<file path="config.mk">
export PLATFORM = sky130hd
export DESIGN_NAME = instr_queue
export DESIGN_NICKNAME = d
export VERILOG_FILES = /design/src/rtl/instr_queue.sv
export SDC_FILE = /design/constraint.sdc
export NUM_CORES = 1
export LEC_CHECK = 0
export ABC_AREA = 1
export BUFFER_PORTS_ARGS = -buffer_cell sky130_fd_sc_hd__buf_2
export CORE_ASPECT_RATIO = 1.5
export CORE_MARGIN = 3
export CORE_UTILIZATION = 30
export DETAILED_ROUTE_END_ITERATION = 8
export GPL_ROUTABILITY_DRIVEN = 1
export PLACE_DENSITY_LB_ADDON = 0.2
export REMOVE_ABC_BUFFERS = 1
export SKIP_CTS_REPAIR_TIMING = 1
export SKIP_LAST_GASP = 1
export SYNTH_ARGS = -nofsm -noshare
export SYNTH_HDL_FRONTEND = slang
export SYNTH_SLANG_ARGS = --single-unit
</file>
<file path="constraint.sdc">
create_clock -name clk -period 5.3 [get_ports clk]
set_input_delay 0 -clock clk [delete_from_list [all_inputs] [get_ports clk]]
set_output_delay 0 -clock clk [all_outputs]
set_load 0.05 [all_outputs]
</file>
<file path="src/rtl/instr_queue.sv">
// Instruction queue between fetch and decode: circular buffer of {pc, instr} pairs.
// Optional same-cycle bypass of an empty queue when IQ_BYPASS_EN is defined.
module instr_queue #(
    parameter int unsigned DEPTH = 8
) (
    input  logic                     clk,
    input  logic                     rst,
    input  logic                     load_iq_fetch,
    input  logic [31:0]              pc_in,
    input  logic [31:0]              instr_in,
    input  logic                     flush_iq_fetch,
    output logic                     iq_really_full,
    output logic                     iq_empty,
    output logic                     deq_valid,
    output logic [31:0]              deq_pc,
    output logic [31:0]              deq_instr,
    input  logic                     deq_ready,
    output logic [$clog2(DEPTH):0]   iq_count,
    output logic                     iq_overflow
);

    localparam int unsigned AW = $clog2(DEPTH);
    localparam int unsigned CW = AW + 1;
    localparam int unsigned DW = 64;

    logic [DW-1:0] mem [DEPTH];
    logic [AW-1:0] wptr;
    logic [AW-1:0] rptr;
    logic [CW-1:0] count;
    logic          overflow;
    logic          enq;
    logic          deq;
    logic [DW-1:0] head;
    logic          bypass_hit;

    assign iq_count       = count;
    assign iq_overflow    = overflow;
    assign iq_empty       = (count == CW'(0));
    assign iq_really_full = (count == CW'(DEPTH));
    assign head           = mem[rptr];

`ifdef IQ_BYPASS_EN
    // Empty queue forwards the fetch payload straight to the consumer.
    assign bypass_hit = iq_empty && load_iq_fetch && !flush_iq_fetch;
`else
    assign bypass_hit = 1'b0;
`endif

    assign deq_valid = !flush_iq_fetch && (!iq_empty || bypass_hit);
    assign deq_pc    = bypass_hit ? pc_in    : head[DW-1:32];
    assign deq_instr = bypass_hit ? instr_in : head[31:0];

    // Full is taken from the registered count, so a dequeue never frees a slot for the same cycle.
    assign enq = load_iq_fetch && !iq_really_full && !flush_iq_fetch;
    assign deq = deq_valid && deq_ready && !flush_iq_fetch;

    always_ff @(posedge clk) begin
        if (!rst && enq) begin
            mem[wptr] <= {pc_in, instr_in};
        end
    end

    // A bypassed-and-consumed entry advances both pointers, leaving count at zero.
    always_ff @(posedge clk) begin
        if (rst) begin
            wptr  <= '0;
            rptr  <= '0;
            count <= '0;
        end else if (flush_iq_fetch) begin
            wptr  <= '0;
            rptr  <= '0;
            count <= '0;
        end else begin
            if (enq) begin
                wptr <= wptr + AW'(1);
            end
            if (deq) begin
                rptr <= rptr + AW'(1);
            end
            case ({enq, deq})
                2'b10:   count <= count + CW'(1);
                2'b01:   count <= count - CW'(1);
                default: count <= count;
            endcase
        end
    end

    // Sticky until reset; flush leaves it alone.
    always_ff @(posedge clk) begin
        if (rst) begin
            overflow <= 1'b0;
        end else if (load_iq_fetch && iq_really_full) begin
            overflow <= 1'b1;
        end
    end

endmodule

</file>
* Word level (Yosys, flattened, before mapping)
Memories as Yosys holds them, arrays and structs flattened. A register that Yosys moved wholly into a read port is not among the register bits. Index checks and enable logic that the tools add are counted.
Word-level totals: register bits after elaboration 11, RAM bits 512, input bits 69, output and inout bits 72, memories kept 1
Cells by class: add/subtract/negate cells 4, equality and inequality tests 3, mux-type cells 5, reduce and logical (&&, ||, !) cells 14
Memory list:
- mem | depth 8, bits a word 64, read ports 1, clocked after Yosys merged registers in 1, write ports 1, RTL line 26 | logic [DW-1:0] mem [DEPTH];
Operators with widths (count):
- $pmux 4 s2 | 1
- $logic_and 1x1->1 | 7
- $add 3x1->3 const B | 2
- $mux 3 | 2
- $add 4x1->4 const B | 1
- $eq 4x4->1 const B | 1
- $logic_not 1->1 | 4
- $logic_not 4->1 | 1
- $sub 4x1->4 const B | 1
- $eq 2x1->1 const B | 1
- $eq 2x2->1 const B | 1
- $mux 1 | 2
- $reduce_bool 2->1 | 1
- $reduce_or 2->1 | 1

* Depth between registers and ports, before layout
word-level depth 7, gate-level depth with buffers 15, mapped depth without buffers 15

* Worst setup path before layout
No wires, ideal clock.
path kind register -> register, from register count[2], in the netlist iq_count[2], to memory mem[0][0], enable pin, data arrival time 3.899 ns, slack 0.915 ns, stages on the path, launching flop included 7, period minus slack after synthesis 4.385 ns, path through dfxtp_1 > inv_1 > nand3_1 > nand2_1 > inv_1 > nand2_1 > nor2_1
On the way: word-level cells in the longest chain between the ends 7
Ends and longest elaborated chain:
- start, declared | RTL line 29 | logic [CW-1:0] count;
- start signal, assigned | RTL line 81 | 2'b10: count <= count + CW'(1);
- start signal, assigned | RTL line 82 | 2'b01: count <= count - CW'(1);
- start signal, assigned | RTL line 83 | default: count <= count;
- $eq 4x4->1 | RTL line 39 | assign iq_really_full = (count == CW'(DEPTH));
- $logic_not 1->1 | RTL line 54 | assign enq = load_iq_fetch && !iq_really_full && !flush_iq_fetch;
- $logic_and 1x1->1 (2 in series) | RTL line 54
- $logic_and 1x1->1 | RTL line 58 | if (!rst && enq) begin
- $mux 1 | RTL line 58
- $mux 1 (implied by the code) | RTL line 59 | mem[wptr] <= {pc_in, instr_in};
- end, declared | RTL line 26
Every way passes these cells.

==> key figures <==
CTS
  • Clock Latency Late Sink: 580 ps
  • CTS tree: done
  • Clock tree buffer depth: 3
  • CTS buffer count: 52
  • Clock Pin Slew Worst Setup and Hold Paths: 60 ps
  • Clock sink count: 526
  • Clk Tree Root Cell: clkbuf_16
  • H-Tree Level Count: 2

GRT
  • Total congestion overflow: 0
  • Largest net degree at the start of global routing: 100
  • Antenna violations before repair: 4
  • First-pass GRT wire length: 77,000 microns
  • Number of global-route vias before repair: 12,200
  • GR Util All Layers: 14.1%

Floorplan
  • Rows: 117
  • # IOs: 141
  • Die W: 220 microns
  • Core box area: 67,900 sq um
  • Die height: 327 microns
  • Initial Utilization: 30.3%
  • Die Area: 71,900 sq um

Placed design
  • GP Congestion: 0.722
  • Cells after DPL: 2,505
  • HPWL after detailed placement: 28,100 microns
  • Number of I/O port buffers: 140
  • Placed Area: 22,200 sq um

Routing
  • DRC errors left: 0
  • Vias per std cell: 4.68
  • DRT iter0 DRCs: 705
  • Post-DRT Antenna Nets: 0
  • Vias: 12,500
  • Wire per inst: 19.3 microns
  • Initial DRT Pass Iterations: 5
  • Final WL: 51,500 microns

Setup path
  • Critical path class: reg -> out
  • CP Capture Type: output port
  • Startpoint Class: flip-flop
  • CP max-delay cell: buf_4
  • Required time worst endpoint: 5300 ps
  • Reg2reg path depth: 7
  • CP Max Fanout: 99
  • Setup slack, reg-to-reg: 2410 ps
  • Critical Path AT: 3510 ps
  • Critical Path, Cell by Cell: inv_8, buf_4, o21ai_0, o21ai_0, nand2_1, nand2_1, buf_2
  • Slowest cell delay on critical path: 920 ps

STA
  • Max-slew violations: 0
  • Max Clock Freq: 285 MHz
  • Final setup fails: 0
  • Worst slew pin tran: 1250 ps
  • Final worst path period share: 66.3%
  • Slew HR: 16.9%
  • RSZ-0062 raised after global routing: false
  • Fin Setup TNS: 0 ps
  • Fin crit period: 3510 ps
  • Clock skew: 11.4 ps
  • Hold Violations, Final: 0

Min path
  • Hold WC Path Type: in -> reg
  • Hold depth: 2

Power and ir drop
  • Total power: 8.37 mW
  • Power Density: 342 nW/um^2
  • Max VDD drop: 0.181 mV
  • Static Leak: 8.25 nW

Logic synthesis
  • Number of library cell types mapped by synthesis: 23
  • Register bit total from synthesis: 526
  • Sequential area share after synthesis: 76.1%
  • Synth Flop Type: edfxtp_1
  • Post-synth top area share: 74.7%
  • Mapped Area: 20,600 sq um
  • Number of flops mapped to enable cells by yosys: 512
  • Post-synth ARST share: 0%
  • Yosys top cell by area: edfxtp_1
  • Post-Synthesis Cells: 1,543
  • Synth top cells by count: 512 x edfxtp_1, 277 x nor2_1, 228 x o21ai_0, 215 x nand2_1
  • Avg Cell Area, Syn: 13.3 sq um
  • Ys Warns: 0
  • Dominant cell by count in the synthesized netlist: edfxtp_1
  • Synth area leaders: edfxtp_1 75%, o21ai_0 5.5%, nor2_1 5.1%, nand2_1 3.9%, mux2i_1 3.1%

Outcome
  • Outcome: finished, final reports clean

Cells and area
  • Ratio of cells with drive above 1 in the final layout: 13.5%
  • Filler cells: 6,660
  • Post-route cell area: 24,500 sq um
  • Layout area overhead: 18.8%
  • Non-Filler Instances: 2,667
  • Final nets: 1,811

Flow run
  • Max cap viols: 0
[final timing paths]
check,to,start
min reg2reg,flip-flop,rptr[1]
max,deq_pc[19],flip-flop
min,mem[7][60],pc_in[28]
max reg2reg,mem[3][18],iq_count[1]
[power by group]
group	internal, mW	switching, mW	total [mW]
registers	4.59	0.00980	4.60
clock network	1.92	1.50	3.42
logic	0.103	0.246	0.349
total	6.61	1.76	8.37
[sequential cells by signal, summed over array words and instances, names as in the netlist, named ones only]
register / count
mem: 512
rptr: 3
wptr: 3
iq_overflow: 1
iq_count: 4
[worst max-delay path: cells and delay by family (launching register included)]
kind,cells,cell delay [ps]
DFF,1,520
and+or+nand+nor,2,230
AOI/OAI and AO/OA,2,340
buffers and inverters,3,1680
[layout make-up]
cell class,instances,area [sq um],area share (%)
Antenna cell,1,2.50,0.0102
Clock buffer,63,1360,5.58
Clock inverter,28,185,0.757
Inverter,21,86.3,0.353
Multi-Input combinational cell,906,4440,18.1
Sequential cell,526,15700,64.1
Tap cell,892,1120,4.56
Timing Repair Buffer,230,1600,6.55
[per-layer routing]
layer,global-route usage [%],part of all wire (%),vias to the layer above
li1,-,-,5960
met1,17.9,43,6219
met2,24.3,50,225
met3,2.93,4.2,71
met4,3.95,2.0,6
met5,0,0.080,-
[kinds of logic (layout without fill, tap and decap cells)]
kind of cell / after synthesis / after routing / share of synthesized area, %
AO/OA/AOI/OAI: 331 / 331 / 8.44
AND/OR/NAND/NOR: 501 / 501 / 9.19
other: 0 / 1 / 0
adder cells (fa/ha/maj): 5 / 5 / 0.304
buffers and inverters: 111 / 342 / 2.69
XOR/XNOR: 5 / 5 / 0.213
flip-flops: 526 / 526 / 76.1
multiplexers: 64 / 64 / 3.11
[through the flow]
stage / utilization, % / setup slack [ps] / hold slack, ps
final: 36.0 / 1790 / 233
after global routing: 36.0 / 1470 / 213
after CTS: 35.0 / 1620 / -468
after detailed placement: 32.7 / 2250 / 178
after global placement: 32.7 / 2290 / 176
after floorplan: - / -3860 / 69.1
[placed cells by master, fill, tap and decap left out, types with 4 or more instances in the layout]
cell type,n
a21oi_1,7
nand3_1,8
clkbuf_16,53
mux2i_1,64
ha_1,5
buf_12,4
clkinv_2,7
o22ai_1,64
nand2_1,215
nor2_1,269
buf_2,140
o21ai_0,228
buf_4,16
clkbuf_1,10
edfxtp_1,512
inv_1,18
clkinv_1,16
o21ai_1,32
dlygate4sd3_1,70
nor2_4,8
dfxtp_1,11
Note: power is estimated with default switching activity, not from simulation.
